`config.mk`:
```
export PLATFORM = sky130hd
export DESIGN_NAME = match_controller
export DESIGN_NICKNAME = d
export VERILOG_FILES = /design/src/rtl/haxball_pkg.sv /design/src/rtl/frame_tick_gen.sv /design/src/rtl/match_controller.sv
export SDC_FILE = /design/constraint.sdc
export NUM_CORES = 1
export LEC_CHECK = 0
export CORE_UTILIZATION = 58
export DETAILED_ROUTE_END_ITERATION = 12
export PLACE_DENSITY = 0.84
export SLEW_MARGIN = 0
export SYNTH_ARGS = -nofsm -noshare
export SYNTH_HDL_FRONTEND = slang
export SYNTH_SLANG_ARGS = --single-unit
```
`constraint.sdc`:
```
create_clock -name Clk -period 6.2 [get_ports Clk]
set_clock_uncertainty 0.05 [all_clocks]
set_input_delay 0.93 -clock Clk [delete_from_list [all_inputs] [get_ports Clk]]
set_output_delay 0.93 -clock Clk [all_outputs]
set_load 0.005 [all_outputs]
```
`src/rtl/haxball_pkg.sv`:
```
// Shared definitions for the match controller: FSM states, winner codes,
// parameter defaults and a saturating score increment.
package haxball_pkg;

    typedef enum logic [2:0] {
        ST_IDLE    = 3'd0,
        ST_KICKOFF = 3'd1,
        ST_PLAY    = 3'd2,
        ST_GOAL    = 3'd3,
        ST_OVER    = 3'd4
    } state_t;

    typedef enum logic [1:0] {
        WIN_NONE = 2'd0,
        WIN_P1   = 2'd1,
        WIN_P2   = 2'd2
    } winner_t;

    localparam int DEF_KICKOFF_FRAMES   = 60;
    localparam int DEF_GOAL_HOLD_FRAMES = 120;
    localparam int DEF_WIN_SCORE        = 5;

    function automatic logic [3:0] sat_inc(input logic [3:0] v, input logic [3:0] lim);
        return (v >= lim) ? lim : v + 4'd1;
    endfunction

endpackage

```
`src/rtl/frame_tick_gen.sv`:
```
// Brings the asynchronous vertical sync into the Clk domain and emits a
// single-cycle pulse on each of its rising edges.
module frame_tick_gen (
    input  logic Clk,
    input  logic Reset_n,
    input  logic frame_clk,
    output logic frame_tick
);

    logic sync1, sync2, sync2_d;

    always_ff @(posedge Clk or negedge Reset_n) begin
        if (!Reset_n) begin
            sync1   <= 1'b0;
            sync2   <= 1'b0;
            sync2_d <= 1'b0;
        end else begin
            sync1   <= frame_clk;
            sync2   <= sync1;
            sync2_d <= sync2;
        end
    end

    assign frame_tick = sync2 & ~sync2_d;

endmodule

```
`src/rtl/match_controller.sv`:
```
// Game-flow FSM: kickoff countdown, live play, goal freeze and game over,
// with saturating scores and registered field-control outputs.
module match_controller
    import haxball_pkg::*;
#(
    parameter int KICKOFF_FRAMES   = DEF_KICKOFF_FRAMES,
    parameter int GOAL_HOLD_FRAMES = DEF_GOAL_HOLD_FRAMES,
    parameter int WIN_SCORE        = DEF_WIN_SCORE
) (
    input  logic       Clk,
    input  logic       Reset_n,
    input  logic       frame_clk,
    input  logic       start,
    input  logic       goal1,
    input  logic       goal2,
    output logic       center_field,
    output logic       freeze,
    output logic [3:0] score1,
    output logic [3:0] score2,
    output logic [1:0] winner,
    output logic [2:0] state_o
);

    if ((KICKOFF_FRAMES < 1) || (KICKOFF_FRAMES > 255) ||
        (GOAL_HOLD_FRAMES < 1) || (GOAL_HOLD_FRAMES > 255) ||
        (WIN_SCORE < 1) || (WIN_SCORE > 15)) begin : g_param_check
        $error("match_controller: frame counts must be 1..255 and WIN_SCORE 1..15");
    end

    localparam logic [7:0] KO_LIM = 8'(KICKOFF_FRAMES);
    localparam logic [7:0] GH_LIM = 8'(GOAL_HOLD_FRAMES);
    localparam logic [3:0] WIN    = 4'(WIN_SCORE);

    logic       frame_tick;
    state_t     state, state_next;
    logic [7:0] frame_cnt, cnt_next;
    logic [3:0] score1_q, score2_q, s1_next, s2_next;
    logic       cf_q, fz_q, cf_next, fz_next;
    logic [1:0] win_q, win_next;

    frame_tick_gen u_tick (
        .Clk        (Clk),
        .Reset_n    (Reset_n),
        .frame_clk  (frame_clk),
        .frame_tick (frame_tick)
    );

    always_ff @(posedge Clk or negedge Reset_n) begin
        if (!Reset_n) begin
            state     <= ST_IDLE;
            frame_cnt <= 8'd0;
            score1_q  <= 4'd0;
            score2_q  <= 4'd0;
            cf_q      <= 1'b1;
            fz_q      <= 1'b1;
            win_q     <= WIN_NONE;
        end else begin
            state     <= state_next;
            frame_cnt <= cnt_next;
            score1_q  <= s1_next;
            score2_q  <= s2_next;
            cf_q      <= cf_next;
            fz_q      <= fz_next;
            win_q     <= win_next;
        end
    end

    always_comb begin
        state_next = state;
        cnt_next   = frame_cnt;
        s1_next    = score1_q;
        s2_next    = score2_q;
        case (state)
            ST_IDLE: begin
                if (start) state_next = ST_KICKOFF;
            end
            ST_KICKOFF: begin
                if (frame_tick) begin
                    cnt_next = frame_cnt + 8'd1;
                    if (cnt_next == KO_LIM) state_next = ST_PLAY;
                end
            end
            ST_PLAY: begin
                // A simultaneous goal in both nets is treated as a glitch.
                if (goal1 && !goal2) begin
                    s1_next    = sat_inc(score1_q, WIN);
                    state_next = ST_GOAL;
                end else if (goal2 && !goal1) begin
                    s2_next    = sat_inc(score2_q, WIN);
                    state_next = ST_GOAL;
                end
            end
            ST_GOAL: begin
                if (frame_tick) begin
                    cnt_next = frame_cnt + 8'd1;
                    if (cnt_next == GH_LIM)
                        state_next = ((score1_q == WIN) || (score2_q == WIN)) ? ST_OVER : ST_KICKOFF;
                end
            end
            ST_OVER: begin
                if (start) begin
                    s1_next    = 4'd0;
                    s2_next    = 4'd0;
                    state_next = ST_KICKOFF;
                end
            end
            default: state_next = ST_IDLE;
        endcase

        if (state_next != state) cnt_next = 8'd0;

        // Outputs are decoded from the next state so they register in step with it.
        cf_next  = (state_next == ST_IDLE) || (state_next == ST_KICKOFF);
        fz_next  = (state_next != ST_PLAY);
        win_next = WIN_NONE;
        if (state_next == ST_OVER) begin
            if (s1_next == WIN)      win_next = WIN_P1;
            else if (s2_next == WIN) win_next = WIN_P2;
        end
    end

    assign center_field = cf_q;
    assign freeze       = fz_q;
    assign score1       = score1_q;
    assign score2       = score2_q;
    assign winner       = win_q;
    assign state_o      = state;

endmodule

```
==> results of run 1 <==
through the flow:
step           util [%]  total power [W]  worst slack (ns)  hold slack [ns]  instance area [sq um]
6_report           71.5         0.000344              3.60            0.328                   1790
3_5_place_dp       70.0         0.000263              3.30            0.302                   1750
2_1_floorplan         -         0.000245              3.96            0.281                   1550
4_1_cts            71.5         0.000346              3.64            0.335                   1790
5_1_grt            71.5         0.000362              3.52            0.344                   1790
3_3_place_gp       70.0         0.000260              3.41            0.293                   1750
routing by layer:
metal  wire, microns  part of all wire, %
met4              12                 0.38
met5               0                    0
met3             151                  4.8
met1            1520                   48
met2            1490                   47
report_power, final:
group          switching, W  internal, W  total [W]
combinational     0.0000326    0.0000269  0.0000594
sequential        0.0000199     0.000182   0.000202
clock             0.0000466    0.0000359  0.0000825
total             0.0000990     0.000245   0.000344
placed cells by master, fill, tap and decap left out, types with 2 or more instances in the layout:
master / instances
a21o_1: 2
a21oi_1: 2
a31oi_1: 2
a32o_1: 2
and3_1: 3
clkbuf_4: 3
clkdlybuf4s50_1: 20
dfrtp_1: 24
dfstp_2: 2
ha_1: 7
inv_1: 8
nand2_1: 10
nand2b_1: 6
nand3_1: 6
nand3b_1: 2
nand4_1: 5
nand4b_1: 2
nor2_1: 17
nor2b_1: 3
nor3_1: 5
nor3b_1: 4
o21a_1: 4
o21ai_0: 8
o22ai_1: 2
or2_2: 2
xnor2_1: 4
xor2_1: 5
area by class of cell:
class	instances	area, sq um
clock buffers	4	36.3
flip-flops and latches	26	653
repair buffers	20	200
fillers	188	713
multi-input cells	121	830
inverters	8	30.0
well taps	30	37.5
cells by family (layout without fill, tap and decap cells):
group | after synthesis | count (layout) | synth area share [%]
adders and majority gates | 7 | 7 | 5.67
xor gates and xnor gates | 9 | 9 | 5.10
and+or+nand+nor | 71 | 71 | 25.1
AOI/OAI and AO/OA | 33 | 33 | 17.2
buffers and inverters | 13 | 32 | 4.05
DFF | 26 | 26 | 42.3
muxes | 1 | 1 | 0.648
registers in the layout (all words and copies together) (netlist names):
signal and flops:
score2 4, state_o 3, u_tick.sync2_d 1, frame_cnt 8, score1 4, winner 2, freeze 1, u_tick.sync2 1
u_tick.sync1 1, center_field 1
worst max-delay path by stage:
stage	startpoint	end	slack, ns	depth (start not counted)
after floorplan	goal1	winner[1]	3.96	6
after global placement	start	winner[1]	3.41	7
after detailed placement	goal1	winner[1]	3.30	7
after CTS	start	winner[1]	3.64	7
after global routing	goal1	winner[1]	3.52	7
final	goal1	winner[1]	3.60	7
==> impl_metrics.env, run 1 <==
export IMPL_root_buffer="clkbuf_4"
export IMPL_netlist_area_sq_um=1550
export IMPL_first_iter_violations=40
export IMPL_use_met1_pct=33.8
export IMPL_final_cells=209
export IMPL_fp_row_count=18
export IMPL_synth_ff_type="dfrtp_1"
export IMPL_cts_resized=0
export IMPL_nNetsFinal=193
export IMPL_status="finished clean"
export IMPL_top_usage_layer="met2"
export IMPL_ctsHoldBuffers=0
export IMPL_yosys_register_bits=26
export IMPL_initial_core_util_pct=61.8
export IMPL_ys_types=47
export IMPL_post_drt_wl_per_cell_microns=15.2
export IMPL_dieArea_sq_um=2870
export IMPL_cp_cell_sequence="clkdlybuf4s50_1, nand2b_1, a211oi_1, o21ai_0, a21o_1, nor3b_1, and4_1"
export IMPL_critPathKind="input port to flop"
export IMPL_cp_arrival_ns=2.76
export IMPL_hold_violations=0
export IMPL_rsz0062_at_grt="false"
export IMPL_synth_edf_count=0
export IMPL_holdPathEnd="u_tick.sync2"
export IMPL_viasPerCell=6.09
export IMPL_use_met3_pct=5.93
export IMPL_dp_hpwl_mm=2.41
export IMPL_drc=0
export IMPL_synthTopCellsByArea="dfrtp_1, ha_1, nor2_1, dfstp_2, xor2_1"
export IMPL_synthTopCellsByCount="dfrtp_1, nor2_1, nand2_1"
export IMPL_p_leak_nw=0.755
export IMPL_synth_most_common_cell="dfrtp_1"
export IMPL_cts_buffer_depth=2
export IMPL_p_per_area_nw_per_um2=192
export IMPL_syn2layout_area_growth_pct=15.6
export IMPL_slowest_delay_ns=0.48
export IMPL_clock_tree_htree_level_count=1
export IMPL_grt_max_degree=27
export IMPL_gp_congestion=0.834
export IMPL_yosys_area_top_type="dfrtp_1"
export IMPL_cts_sinks=26
export IMPL_core_area_sq_um=2500
export IMPL_finalSetupViolCount=0
export IMPL_clk_pin_slew_worst_paths_ns=0.13
export IMPL_vdd_drop_max_v=0.000207
export IMPL_worst_slew_pin_slew_ns=1.10
export IMPL_met2_usage_pct=39.4
export IMPL_synthCells=160
export IMPL_worstSetupEndpointType="flop"
export IMPL_critPathLaunchType="input port"
export IMPL_r2r_end="frame_cnt[5]"
export IMPL_cp_slowest_cell="a211oi_1"
export IMPL_ys_seq_area_share_pct=42.3
export IMPL_critical_path_required_ns=6.36
export IMPL_crit_family="compound AO/OA/AOI/OAI gates"
export IMPL_layout_drive_gt1_share_pct=6.70
export IMPL_fmax_mhz=385
export IMPL_synth_area_per_cell_sq_um=9.66
export IMPL_cts_tree="done"
export IMPL_hp_start="u_tick.sync1"
export IMPL_antenna_found_initial=0
export IMPL_die_height_microns=53.6
export IMPL_insertion_delay_ns=0.31
export IMPL_grt_usage_pct=24.4
export IMPL_synth_top_cell_area_share_pct=38.9
export IMPL_slew_violations=0
export IMPL_layout_min_cycle_time_ns=2.60
export IMPL_min_period_over_period_pct=41.9
export IMPL_slew_headroom_pct=26.3
export IMPL_fin_tns_setup_ns=0
export IMPL_crit_reg2reg_launch="frame_cnt[0]"
export IMPL_die_w_microns=53.6
export IMPL_io_buffer_count=20
export IMPL_cp_max_fo=5
export IMPL_ff2ff_path_depth=7
export IMPL_hp_class="flop to flop"
export IMPL_yosysWarningCount=0
export IMPL_antenna_left=0
export IMPL_ys_async_sr_fraction_pct=100
export IMPL_grt_overflow=0
export IMPL_numCtsBuffers=3
export IMPL_maxCapViolCount=0
export IMPL_hold_depth=0
export IMPL_synth_nets=173
export IMPL_vias=1272
export IMPL_dp_cells=205
export IMPL_postCtsSetupRepairBufs=0
export IMPL_diodes=0
export IMPL_io_pins=21
export IMPL_rrSetupSlack_ns=3.79
export IMPL_path_buf_inv=1
export IMPL_grt_pass1_vias=1094
export IMPL_wl_mm=3.17
export IMPL_first_pass_iters=4
export IMPL_grt_first_pass_wirelength_mm=5.01
Note: power is estimated with default switching activity, not from simulation.
==> run 2: changes to the inputs <==
--- a/config.mk
+++ b/config.mk
@@ -5,9 +5,9 @@
 export SDC_FILE = /design/constraint.sdc
 export NUM_CORES = 1
 export LEC_CHECK = 0
-export CORE_UTILIZATION = 58
+export CORE_UTILIZATION = 49
 export DETAILED_ROUTE_END_ITERATION = 12
-export PLACE_DENSITY = 0.84
+export PLACE_DENSITY = 0.75
 export SLEW_MARGIN = 0
 export SYNTH_ARGS = -nofsm -noshare
 export SYNTH_HDL_FRONTEND = slang
==> constraint.sdc (replaced) <==
create_clock -name Clk -period 2.3 [get_ports Clk]
set_clock_uncertainty 0.05 [all_clocks]
set_input_delay 0.345 -clock Clk [delete_from_list [all_inputs] [get_ports Clk]]
set_output_delay 0.345 -clock Clk [all_outputs]
set_load 0.005 [all_outputs]
==> impl_metrics.env, run 2 (same netlist as run 1, synthesis figures left out) <==
export IMPL_mostFrequentLayoutCells="dfrtp_1, clkdlybuf4s50_1, nor2_1, nand2_1"
export IMPL_critPathLaunchType="flop"
export IMPL_worst_slew_pin_slew_ns=0.443
export IMPL_diodes=0
export IMPL_rrSetupSlack_ns=0.15
export IMPL_largest_register_ffs=8
export IMPL_hp_class="input port to asynchronous set/reset pin"
export IMPL_die_height_microns=58.2
export IMPL_slew_violations=0
export IMPL_post_drt_wl_per_cell_microns=14.7
export IMPL_first_iter_violations=106
export IMPL_cts_sinks=26
export IMPL_p_per_area_nw_per_um2=570
export IMPL_cts_buffer_depth=2
export IMPL_antenna_found_initial=0
export IMPL_critPathKind="flop to flop"
export IMPL_syn2layout_area_growth_pct=21.5
export IMPL_gp_congestion=0.886
export IMPL_numCtsBuffers=3
export IMPL_root_buffer="clkbuf_4"
export IMPL_finalSetupViolCount=0
export IMPL_hold_violations=0
export IMPL_vias=1279
export IMPL_drc=0
export IMPL_cts_tree="done"
export IMPL_viasPerCell=5.56
export IMPL_grt_usage_pct=21.6
export IMPL_crit_reg2reg_launch="frame_cnt[0]"
export IMPL_maxCapViolCount=0
export IMPL_grt_max_degree=27
export IMPL_vdd_drop_max_v=0.000404
export IMPL_clk_pin_slew_worst_paths_ns=0.16
export IMPL_die_w_microns=58.2
export IMPL_grt_overflow=0
export IMPL_core_area_sq_um=3030
export IMPL_cp_max_fo=5
export IMPL_fp_row_count=20
export IMPL_min_period_over_period_pct=93.6
export IMPL_cp_arrival_ns=2.37
export IMPL_initial_core_util_pct=51.0
export IMPL_final_common_cell="dfrtp_1"
export IMPL_status="finished clean"
export IMPL_io_pins=21
export IMPL_pre_cts_ws_ns=0.00674
export IMPL_first_pass_iters=4
export IMPL_antenna_left=0
export IMPL_fin_tns_setup_ns=0
export IMPL_largest_register="frame_cnt"
export IMPL_holdWs_ns=0.316
export IMPL_dieArea_sq_um=3380
export IMPL_worstSetupEndpointType="flop"
export IMPL_final_cells=230
export IMPL_p_leak_nw=0.798
export IMPL_slew_headroom_pct=70.4
export IMPL_ff2ff_path_depth=6
export IMPL_nNetsFinal=200
export IMPL_worst_slack_ns=0.148
export IMPL_critical_path_required_ns=2.52
export IMPL_grt_first_pass_wirelength_mm=5.55
export IMPL_rsz0062_at_grt="false"
export IMPL_layout_min_cycle_time_ns=2.15
export IMPL_io_buffer_count=20
export IMPL_ctsHoldBuffers=0
export IMPL_fmax_mhz=465
export IMPL_clock_tree_htree_level_count=1
export IMPL_layout_drive_gt1_share_pct=10.8
export IMPL_dp_hpwl_mm=2.50
export IMPL_r2r_end="winner[1]"
export IMPL_wl_mm=3.38
export IMPL_insertion_delay_ns=0.33
export IMPL_dp_cells=224
export IMPL_grt_pass1_vias=1290
-- run 2: worst max-delay path by stage --
stage,startpoint,endpoint,slack [ns],depth (start not counted)
2_1_floorplan,frame_cnt[0],frame_cnt[0],0.18,7
3_3_place_gp,goal1,winner[1],0.03,7
3_5_place_dp,goal1,winner[1],0.007,7
4_1_cts,frame_cnt[0],winner[1],0.001,7
5_1_grt,frame_cnt[1],frame_cnt[1],0.02,7
6_report,frame_cnt[0],winner[1],0.15,6
-- run 2: timing repair --
action | 4_1_cts | 5_1_grt
pin swaps | 0 | 3
endpoints found under the setup margin | 1 | 9
resized for setup | 0 | 1
buffers inserted | 1 | 1
-- run 2: per-stage QoR --
stage | power (W) | instance area (sq um) | util (%)
detailed placement | 0.000728 | 1810 | 59.6
floorplan | 0.000662 | 1550 | -
CTS | 0.00106 | 1870 | 61.6
finish | 0.00107 | 1880 | 62.0
global placement | 0.000714 | 1810 | 59.6
global route | 0.00111 | 1880 | 62.0
-- run 2: layer usage --
metal,vias to the layer above,routed length [microns],GRT usage (%)
li1,623,-,-
met1,616,1460,24.7
met2,28,1710,39.1
met3,12,106,2.46
met4,0,105,11.9
met5,-,0,0
-- run 2: cell type report --
class                      count  area, sq um
tap                           44         55.1
fill                         265         1150
multi-input combinational    121          835
sequential                    26          653
clock inverter                 1         30.0
clock buffer                   3         22.5
timing repair buffer          27          253
inverter                       8         30.0
-- run 2: where the power goes --
group	internal (W)	switching, W
Clock	0.000176	0.000146
Combinational	0.000103	0.000104
Sequential	0.000491	0.0000506
Total	0.000770	0.000300
-- run 2: worst max-delay path, cell delays in order, from the launching register on --
cell	delay (ns)
dfrtp_1	0.44
ha_1	0.25
o21ai_0	0.22
a31oi_1	0.15
or4_4	0.50
o31ai_4	0.27
and4_1	0.23
